### src/rtl/muldiv_unit.sv
`default_nettype none
// ============================================================================
// Module   : muldiv_unit
// Purpose  : Iterative multiply/divide engine for the execute stage. Handles
//            MULT, MULTU, DIV and DIVU on WIDTH-bit operands and returns a
//            {hi, lo} pair for the HI/LO register. Multiplication is radix-2
//            shift-add; division is restoring. Both work on magnitudes, and
//            the sign is fixed up on the way into DONE.
// Ports    : clk      - rising-edge clock
//            rst      - asynchronous reset, active low
//            start_i  - start request, accepted in IDLE or DONE
//            op_i     - 00 MULT, 01 MULTU, 10 DIV, 11 DIVU
//            a_i/b_i  - multiplicand/dividend, multiplier/divisor
//            annul_i  - cancel the in-flight operation
//            busy_o   - iterating (MUL or DIV state)
//            stall_o  - stall request to the hazard unit
//            ready_o  - one-cycle result-valid pulse
//            hi_o     - product upper half / remainder
//            lo_o     - product lower half / quotient
//            dbz_o    - divide by zero, held until the next accepted start
// Options  : MULDIV_FAST_MUL_EN - single-cycle combinational multiply
// Revision : 1.0 - initial release
// ============================================================================
module muldiv_unit #(
  parameter int WIDTH = 32,
  parameter int CNTW  = 6
) (
  input  logic             clk,
  input  logic             rst,
  input  logic             start_i,
  input  logic [1:0]       op_i,
  input  logic [WIDTH-1:0] a_i,
  input  logic [WIDTH-1:0] b_i,
  input  logic             annul_i,
  output logic             busy_o,
  output logic             stall_o,
  output logic             ready_o,
  output logic [WIDTH-1:0] hi_o,
  output logic [WIDTH-1:0] lo_o,
  output logic             dbz_o
);

  typedef enum logic [1:0] {
    S_IDLE = 2'd0,
    S_MUL  = 2'd1,
    S_DIV  = 2'd2,
    S_DONE = 2'd3
  } state_t;

  localparam logic [CNTW-1:0] c_lastCnt = CNTW'(WIDTH - 1);

  state_t r_state;
  state_t w_nextState;

  logic [2*WIDTH-1:0] r_acc;     // MUL: {partial product, multiplier}; DIV: {remainder, dividend/quotient}
  logic [WIDTH-1:0]   r_opnd;    // multiplicand or divisor magnitude
  logic [CNTW-1:0]    r_cnt;
  logic               r_negRes;  // product/quotient must be negated
  logic               r_negRem;  // remainder must be negated
  logic [WIDTH-1:0]   r_hi;
  logic [WIDTH-1:0]   r_lo;
  logic               r_dbz;

  // Operand capture
  logic             w_idleOrDone;
  logic             w_accept;
  logic             w_signed;
  logic             w_aNeg;
  logic             w_bNeg;
  logic [WIDTH-1:0] w_aMag;
  logic [WIDTH-1:0] w_bMag;
  logic             w_dbzStart;
  logic             w_lastIter;

  assign w_idleOrDone = (r_state == S_IDLE) || (r_state == S_DONE);
  // annul_i beats start_i even when nothing is in flight
  assign w_accept     = w_idleOrDone && start_i && !annul_i;
  assign w_signed     = !op_i[0];
  assign w_aNeg       = w_signed && a_i[WIDTH-1];
  assign w_bNeg       = w_signed && b_i[WIDTH-1];
  assign w_aMag       = w_aNeg ? -a_i : a_i;
  assign w_bMag       = w_bNeg ? -b_i : b_i;
  assign w_dbzStart   = w_accept && op_i[1] && (b_i == '0);
  assign w_lastIter   = (r_cnt == c_lastCnt);

  // Shift-add multiply step: add multiplicand into the upper half when the
  // current multiplier bit is set, then shift the whole accumulator right.
  logic [WIDTH-1:0]   w_mulAdd;
  logic [WIDTH:0]     w_mulSum;
  logic [2*WIDTH-1:0] w_mulNext;
  logic [2*WIDTH-1:0] w_mulFinal;
  logic               w_mulDone;

  assign w_mulAdd  = r_acc[0] ? r_opnd : '0;
  assign w_mulSum  = {1'b0, r_acc[2*WIDTH-1:WIDTH]} + {1'b0, w_mulAdd};
  assign w_mulNext = {w_mulSum, r_acc[WIDTH-1:1]};

`ifdef MULDIV_FAST_MUL_EN
  logic [2*WIDTH-1:0] w_fastProd;
  assign w_fastProd = {{WIDTH{1'b0}}, r_acc[WIDTH-1:0]} * {{WIDTH{1'b0}}, r_opnd};
  assign w_mulFinal = w_fastProd;
  assign w_mulDone  = 1'b1;
`else
  assign w_mulFinal = w_mulNext;
  assign w_mulDone  = w_lastIter;
`endif

  // Restoring divide step: shift the next dividend bit into the remainder,
  // keep the difference only when it does not go negative.
  logic [WIDTH:0]     w_divShift;
  logic [WIDTH:0]     w_divDiff;
  logic               w_divFits;
  logic [2*WIDTH-1:0] w_divNext;
  logic [WIDTH-1:0]   w_divQuo;
  logic [WIDTH-1:0]   w_divRem;

  assign w_divShift = r_acc[2*WIDTH-1:WIDTH-1];
  assign w_divDiff  = w_divShift - {1'b0, r_opnd};
  assign w_divFits  = !w_divDiff[WIDTH];
  assign w_divNext  = {(w_divFits ? w_divDiff[WIDTH-1:0] : w_divShift[WIDTH-1:0]),
                       r_acc[WIDTH-2:0], w_divFits};
  assign w_divQuo   = w_divNext[WIDTH-1:0];
  assign w_divRem   = w_divNext[2*WIDTH-1:WIDTH];

  // Sign-corrected results, captured on the edge that enters DONE
  logic [2*WIDTH-1:0] w_mulRes;
  logic [WIDTH-1:0]   w_quoRes;
  logic [WIDTH-1:0]   w_remRes;

  assign w_mulRes = r_negRes ? -w_mulFinal : w_mulFinal;
  assign w_quoRes = r_negRes ? -w_divQuo   : w_divQuo;
  assign w_remRes = r_negRem ? -w_divRem   : w_divRem;

  // State register
  always_ff @(posedge clk or negedge rst) begin
    if (!rst) begin
      r_state <= S_IDLE;
    end else begin
      r_state <= w_nextState;
    end
  end

  // Next state and control outputs
  always_comb begin
    w_nextState = r_state;
    busy_o      = 1'b0;
    ready_o     = 1'b0;
    stall_o     = 1'b0;
    case (r_state)
      S_IDLE, S_DONE: begin
        if (r_state == S_DONE) begin
          ready_o     = 1'b1;
          w_nextState = S_IDLE;
        end
        if (w_accept) begin
          if (w_dbzStart) begin
            w_nextState = S_DONE;
          end else if (op_i[1]) begin
            w_nextState = S_DIV;
          end else begin
            w_nextState = S_MUL;
          end
        end
      end
      S_MUL: begin
        busy_o = 1'b1;
        if (annul_i) begin
          w_nextState = S_IDLE;
        end else if (w_mulDone) begin
          w_nextState = S_DONE;
        end
      end
      S_DIV: begin
        busy_o = 1'b1;
        if (annul_i) begin
          w_nextState = S_IDLE;
        end else if (w_lastIter) begin
          w_nextState = S_DONE;
        end
      end
      default: w_nextState = S_IDLE;
    endcase
    // Low in DONE so the pipeline advances and captures the result
    stall_o = (start_i && (r_state == S_IDLE)) || busy_o;
  end

  // Datapath
  always_ff @(posedge clk or negedge rst) begin
    if (!rst) begin
      r_acc    <= '0;
      r_opnd   <= '0;
      r_cnt    <= '0;
      r_negRes <= 1'b0;
      r_negRem <= 1'b0;
      r_hi     <= '0;
      r_lo     <= '0;
      r_dbz    <= 1'b0;
    end else if (w_accept) begin
      r_cnt    <= '0;
      r_negRes <= w_aNeg ^ w_bNeg;
      r_negRem <= w_aNeg;
      r_dbz    <= w_dbzStart;
      if (op_i[1]) begin
        r_acc  <= {{WIDTH{1'b0}}, w_aMag};
        r_opnd <= w_bMag;
      end else begin
        r_acc  <= {{WIDTH{1'b0}}, w_bMag};
        r_opnd <= w_aMag;
      end
      // Divide by zero returns the raw dividend and an all-ones quotient
      if (w_dbzStart) begin
        r_hi <= a_i;
        r_lo <= '1;
      end
    end else if ((r_state == S_MUL) && !annul_i) begin
      r_acc <= w_mulNext;
      r_cnt <= r_cnt + CNTW'(1);
      if (w_mulDone) begin
        {r_hi, r_lo} <= w_mulRes;
      end
    end else if ((r_state == S_DIV) && !annul_i) begin
      r_acc <= w_divNext;
      r_cnt <= r_cnt + CNTW'(1);
      if (w_lastIter) begin
        r_hi <= w_remRes;
        r_lo <= w_quoRes;
      end
    end
  end

  assign hi_o  = r_hi;
  assign lo_o  = r_lo;
  assign dbz_o = r_dbz;

endmodule
`default_nettype wire

### config.mk
export PLATFORM = sky130hd
export DESIGN_NAME = muldiv_unit
export DESIGN_NICKNAME = d
export VERILOG_FILES = /design/src/rtl/muldiv_unit.sv
export SDC_FILE = /design/constraint.sdc
export NUM_CORES = 1
export LEC_CHECK = 0
export BUFFER_PORTS_ARGS = -buffer_cell sky130_fd_sc_hd__buf_2
export CAP_MARGIN = 20
export CELL_PAD_IN_SITES_DETAIL_PLACEMENT = 1
export CELL_PAD_IN_SITES_GLOBAL_PLACEMENT = 1
export CORE_ASPECT_RATIO = 1.75
export CORE_MARGIN = 2
export CORE_UTILIZATION = 42
export CTS_BUF_LIST = sky130_fd_sc_hd__clkbuf_8
export DETAILED_ROUTE_END_ITERATION = 8
export HOLD_SLACK_MARGIN = 0.06
export PLACE_DENSITY = 0.87
export SETUP_SLACK_MARGIN = 0.2
export SLEW_MARGIN = 20
export SYNTH_ARGS = -nofsm -noshare
export SYNTH_HDL_FRONTEND = slang
export SYNTH_SLANG_ARGS = --single-unit
### constraint.sdc
create_clock -name clk -period 5.2 [get_ports clk]
set_input_delay 0.78 -clock clk [delete_from_list [all_inputs] [get_ports clk]]
set_output_delay 0.78 -clock clk [all_outputs]
set_load 0.03 [all_outputs]
==> impl_metrics.yaml, run 1 <==
floorplanning:
  floorplan.rows: 99
  die_x_um: 159.1
  design.die.area_sq_mm: 0.04381
  ioPinCount: 138
  coreArea_sq_mm: 0.04162
  start_util: 0.4247
  die_h_um: 275.4
global_route:
  antenna_found_initial: 3
  grt_pass1_vias: 21680
  grt_overflow: 0
  grt_max_degree: 132
  grt_usage: 0.3804
  grt_first_pass_wirelength_um: 127400
timing:
  timing.final.crit_share: 0.9457
  rsz0062_at_grt: "true"
  fin_skew_ns: 0.02983
  layout_min_cycle_time_ns: 4.918
  hold_violations: 0
  slew_violations: 0
  relSlewSlack: 0.2742
  setup_violations: 0
  fmax_mhz: 203.3
  fin_ws_ns: 0.2821
  tns_ns: 0
  tightestPinTransition_ns: 1.085
power:
  cellPowerDensity_mw_per_mm2: 857.1
  vdd_drop_max_mv: 0.5071
  p_leak_nw: 8.451
route:
  num_vias: 20660
  wl_um: 84930
  avgRoutedWirePerCell_um: 27.26
  ant_nets: 0
  routed_via_density: 6.631
  dr.pass1.iters: 7
  drt_iter0_markers: 1636
  drc: 0
clocking:
  cts-buffers-inserted: 17
  hold_buffers: 0
  clk_path_buf_depth: 2
  cts_root_buf: "clkbuf_8"
  path_clk_slew_ns: 0.13
  cts_tree: "done"
  cts_num_sinks: 171
  clock_latency_ns: 0.56
  htree_levels: 4
synthesis:
  synth_edf_count: 0
  ys_seq_area_frac: 0.2421
  synthMuxAreaShare: 0.02782
  syn-instance-count: 2443
  synthFlopType: "dfrtp_1"
  ys_types: 84
  yosys.area_share.simple: 0.2279
  netlist_area_sq_mm: 0.01768
  synth_top_family_by_area: "compound AO/OA/AOI/OAI gates"
  synth_warnings: 0
  synth_fa_ha_area_frac: 0.05465
  synth_seq_cells: 171
  synthArstFlopShare: 1.000
  syn_avg_cell_area_sq_um: 7.235
  synth_xor_area_frac: 0.1046
  syn_nets: 2589
  synth_compound_area_frac: 0.2916
finish:
  area_delta_synth_final_pct: 12.95
  nFillCells: 5421
  seq_area_sq_mm: 0.004280
  nets: 2691
  multi_input_area_sq_mm: 0.01272
  drive_above_1_share: 0.1474
placed_design:
  place_ws_ns: 0.2440
  dp_hpwl_um: 66300
  gp_congestion: 1.055
  io_buffers: 137
worst_hold_path:
  min_path_type: "primary input to asynchronous set/reset pin"
setup_path:
  cp_max_fo: 7
  cp-end-kind: "flop"
  worstSetupStartpointType: "flop"
  path_class: "flop to flop"
  rrSetupSlack_ns: 0.28
  worstPathArrival_ns: 5.39
  crit_required_ns: 5.67
job:
  cap_violations: 0
outcome:
  status: "finished clean"
## worst max-delay path: stages (launching register included)
cell       delay, ns
dfrtp_1         0.47
ha_2            0.42
nand2_1         0.20
a2111oi_4       0.35
a22oi_2         0.14
a2111oi_4       0.50
o21a_2          0.22
nor2_4          0.04
inv_2           0.11
mux2i_2         0.27
ha_2            0.23
buf_4           0.12
nand2_1         0.05
nor4_1          0.25
and3_1          0.29
a31o_2          0.26
nand4_1         0.11
buf_4           0.21
nor4b_2         0.27
o21ai_0         0.13
a41oi_1         0.17
## layout make-up
cell class | count | area share
Inverter | 63 | 0.01185
Timing Repair Buffer | 258 | 0.08079
Sequential cell | 171 | 0.2144
Multi-Input combinational cell | 2034 | 0.6371
Tap cell | 555 | 0.03478
Clock buffer | 18 | 0.01241
Clock inverter | 14 | 0.008335
Antenna cell | 3 | 0.0003760
## path summary, 6_finish.rpt
kind | cells past startpoint | start | end
worst max register to register | 20 | r_acc[45] | hi_o[30]
min in group clk | 2 | r_opnd[7] | r_opnd[7]
worst min register to register | 2 | r_opnd[7] | r_opnd[7]
worst max-delay path | 20 | r_acc[45] | hi_o[30]
worst min-delay path | 1 | rst | dbz_o
max in group asynchronous | 2 | rst | r_acc[60]
## where the power goes
part           internal [mW]  total, mW  switching (mW)
Clock                  0.379       1.06           0.678
Combinational           4.83       13.7            8.87
Sequential              1.74       2.35           0.619
Total                   6.95       17.1            10.2
## placed cells by master (no fill, tap or decap), drive strengths merged, types with 20 or more instances in the layout
master and instances:
a211oi 26, a21oi 274, and3 26, buf 258, dfrtp 171, ha 74, inv 71, mux2i 39
nand2 325, nand3 24, nand4 26, nor2 267, nor3 45, nor4 25, o211ai 56, o21ai 226
o31ai 42, o41ai 23, or3 34, or4 20, xnor2 113, xor2 98
## per-stage QoR
| step | power [mW] | util | hold WS (ns) | cells | area, sq um |
|---|---|---|---|---|---|
| floorplan | 10.75 | - | 0.4498 | 2443 | 17790 |
| global placement | 14.97 | 0.4659 | 0.4635 | 3076 | 19390 |
| detailed placement | 15.33 | 0.4661 | 0.4797 | 3076 | 19400 |
| CTS | 16.47 | 0.4762 | 0.1469 | 3108 | 19820 |
| global route | 18.04 | 0.4796 | 0.1704 | 3114 | 19960 |
| finish | 17.11 | 0.4797 | 0.1553 | 3116 | 19960 |
## cell usage after synthesis, types with 15 or more instances
library cell,n,area [sq um]
nor3_1,45,225.2
nand4_1,26,162.7
nor4_1,24,150.1
inv_1,61,229.0
o21a_1,16,120.1
nand2_1,325,1220
clkbuf_1,144,540.5
a21oi_1,274,1371
a211oi_1,26,195.2
dfrtp_1,171,4279
o31ai_1,41,307.8
o21ai_0,218,1091
ha_1,74,925.9
nand3_1,24,120.1
buf_1,24,90.09
o211ai_1,56,420.4
or4_1,17,127.6
and3_1,25,156.4
a31oi_1,17,106.4
xnor2_1,113,989.7
mux2i_1,39,390.4
nor2_1,266,998.5
xor2_1,98,858.3
o41ai_1,22,192.7
a21o_1,15,112.6
or3_1,32,200.2
## what timing repair did
item,in CTS,in global routing
endpoints found under the setup margin,1,14
setup buffers,0,5
pin swaps,1,6
resized for setup,1,21
## metal layers
layer | up-vias | track usage | routed length, um
met5 | - | 0 | 0
met4 | 0 | 0.3701 | 9656
met3 | 449 | 0.05875 | 5400
met2 | 1023 | 0.6699 | 41580
met1 | 10190 | 0.3808 | 28290
li1 | 9002 | - | -
## registers in the layout (all words and copies together) (netlist names), 2 cells and up
signal	count
r_cnt	6
lo_o	32
r_acc	64
hi_o	32
r_opnd	32
r_state	2
## logic make-up (layout without fill, tap and decap cells)
family | count (synthesis) | count (layout)
buffers and inverters | 238 | 353
AO/OA/AOI/OAI | 826 | 826
multiplexers | 48 | 48
XOR/XNOR | 211 | 211
AND/OR/NAND/NOR | 873 | 873
adder cells (fa/ha/maj) | 76 | 76
other | 0 | 3
flip-flops | 171 | 171
Note: power is estimated with default switching activity, not from simulation.
==> run 2: changes to the inputs <==
--- a/config.mk
+++ b/config.mk
@@ -15,9 +15,8 @@
 export CTS_BUF_LIST = sky130_fd_sc_hd__clkbuf_8
 export DETAILED_ROUTE_END_ITERATION = 8
 export HOLD_SLACK_MARGIN = 0.06
-export PLACE_DENSITY = 0.87
+export PLACE_DENSITY = 0.88
 export SETUP_SLACK_MARGIN = 0.2
-export SLEW_MARGIN = 20
 export SYNTH_ARGS = -nofsm -noshare
 export SYNTH_HDL_FRONTEND = slang
 export SYNTH_SLANG_ARGS = --single-unit
==> run 2 against run 1 <==
  * Via count increased by 0.27%
  * Critical endpoint is now hi_o[28]
  * Maximum frequency increased by 1.1%
  * Total power increased by 0.16%
  * Critical path type unchanged
  * Final cell count decreased by 0.13%
  * First-iteration DRC count decreased by 3.2%
  * Utilization decreased by 0.090 points
  * Highest routed layer is now met5
  * Sequential cell count unchanged
  * Non-clock buffer count decreased by 3
  * Die area unchanged
==> impl_metrics.yaml, run 2 (synthesis results as in run 1) <==
outcome:
  status: "finished clean"
clocking:
  clk_path_buf_depth: 2
  htree_levels: 4
  cts_num_sinks: 171
  clock_latency_ns: 0.54
  cts-buffers-inserted: 17
  path_clk_slew_ns: 0.13
  cts_tree: "done"
  cts_root_buf: "clkbuf_8"
finish:
  nets: 2688
  final_cell_mix: "nand2_1 (323), a21oi_1 (270), nor2_1 (264)"
  largest_register_ffs: 64
  stdcell_count: 3112
  top_register: "r_acc"
  post-route-util: 0.4788
  mostFrequentLayoutCell: "nand2_1"
  area_delta_synth_final_pct: 12.73
  nFillCells: 5365
  drive_above_1_share: 0.1484
timing:
  setup_violations: 0
  timing.final.crit_share: 0.9358
  relSlewSlack: 0.2891
  tns_ns: 0
  fmax_mhz: 205.5
  hold_violations: 0
  fin_ws_ns: 0.3338
  fin_skew_ns: 0.02774
  rsz0062_at_grt: "true"
  tightestPinTransition_ns: 1.055
  slew_violations: 0
  layout_min_cycle_time_ns: 4.866
placed_design:
  gp_congestion: 1.036
  dp_hpwl_um: 66470
  dp.cells: 3076
  io_buffers: 137
  place_ws_ns: 0.2359
power:
  vdd_drop_max_mv: 0.4097
  cellPowerDensity_mw_per_mm2: 860.1
  p_leak_nw: 8.408
setup_path:
  worst_r2r_path_depth: 20
  path_class: "flop to flop"
  cp_max_fo: 8
  cp-end-kind: "flop"
  worstSetupStartpointType: "flop"
  crit_required_ns: 5.62
  worstPathArrival_ns: 5.29
global_route:
  grt_max_degree: 127
  grt_pass1_vias: 21600
  grt_usage: 0.3832
  grt_first_pass_wirelength_um: 128000
  grt_overflow: 0
  antenna_found_initial: 5
route:
  wl_um: 85520
  num_vias: 20720
  drc: 0
  dr.pass1.iters: 6
  drt_iter0_markers: 1584
  routed_via_density: 6.657
  avgRoutedWirePerCell_um: 27.48
  ant_nets: 0
job:
  cap_violations: 0
floorplanning:
  coreArea_sq_mm: 0.04162
  die_h_um: 275.4
  die_x_um: 159.1
  floorplan.rows: 99
  design.die.area_sq_mm: 0.04381
  start_util: 0.4247
  ioPinCount: 138
worst_hold_path:
  min_path_type: "primary input to asynchronous set/reset pin"
## run 2: cell types whose count changed in the layout (fill, tap and decap cells not counted), sizes merged
cell	delta
clkinvlp	+2
buf	-3
clkinv	-3
clkbuf	-1
inv	+1
## run 2: path summary, 6_finish.rpt
kind                       slack (ns)        end  startpoint
hold / removal                   0.22  r_opnd[8]         rst
setup / recovery                 0.33   hi_o[28]   r_acc[56]
setup reg to reg                 0.33   hi_o[28]   r_acc[56]
min in group clk                 0.49  r_opnd[5]   r_opnd[5]
max in group asynchronous        3.76   hi_o[28]         rst
hold reg to reg                  0.49  r_opnd[5]   r_opnd[5]
## run 2: metal layers
metal,share of wire,track usage,vias up
met5,0.00015,0,-
met3,0.063,0.07137,482
met1,0.33,0.3774,10200
met2,0.48,0.6685,1022
met4,0.12,0.3828,2
li1,-,-,9008
## run 2: power by group
group,internal [mW],switching [mW]
clock,0.350,0.642
combinational,4.85,8.93
sequential,1.74,0.637
## run 2: through the flow
stage          power, mW  hold slack, ns  cell area [sq um]
4_1_cts            16.47          0.2097              19770
3_5_place_dp       15.37          0.4731              19400
2_1_floorplan      10.75          0.4498              17790
6_report           17.14          0.2160              19930
3_3_place_gp       15.04          0.4613              19400
5_1_grt            18.05          0.2273              19920
## run 2: layout make-up
type / instances / area, sq um / share of cell area
multi-input cells: 2034 / 12740 / 0.6392
flip-flops and latches: 171 / 4283 / 0.2149
repair buffers: 255 / 1603 / 0.08043
well taps: 555 / 694.4 / 0.03485
inverters: 63 / 236.5 / 0.01187
clock buffers: 17 / 234.0 / 0.01174
clock inverters: 14 / 131.4 / 0.006593
diodes: 3 / 7.507 / 0.0003767
## run 2: critical path, stage by stage (launching register included)
cell,delay [ns]
dfrtp_1,0.48
ha_1,0.34
buf_4,0.16
nand2_1,0.09
nor2_1,0.22
nand2_1,0.28
a2111oi_4,0.49
o21a_2,0.25
nor2_4,0.04
inv_2,0.10
mux2i_2,0.26
ha_2,0.26
inv_1,0.06
or4_4,0.45
a2111oi_4,0.22
a31o_4,0.20
nand4_1,0.10
buf_4,0.19
o2111ai_1,0.19
o31ai_1,0.12
o31ai_1,0.23
## run 2: timing repair
item	CTS	global route
endpoints found under the setup margin	0	14
endpoints found under the hold margin	0	0
hold buffers	0	0
buffers inserted	0	2
resized for setup	0	33
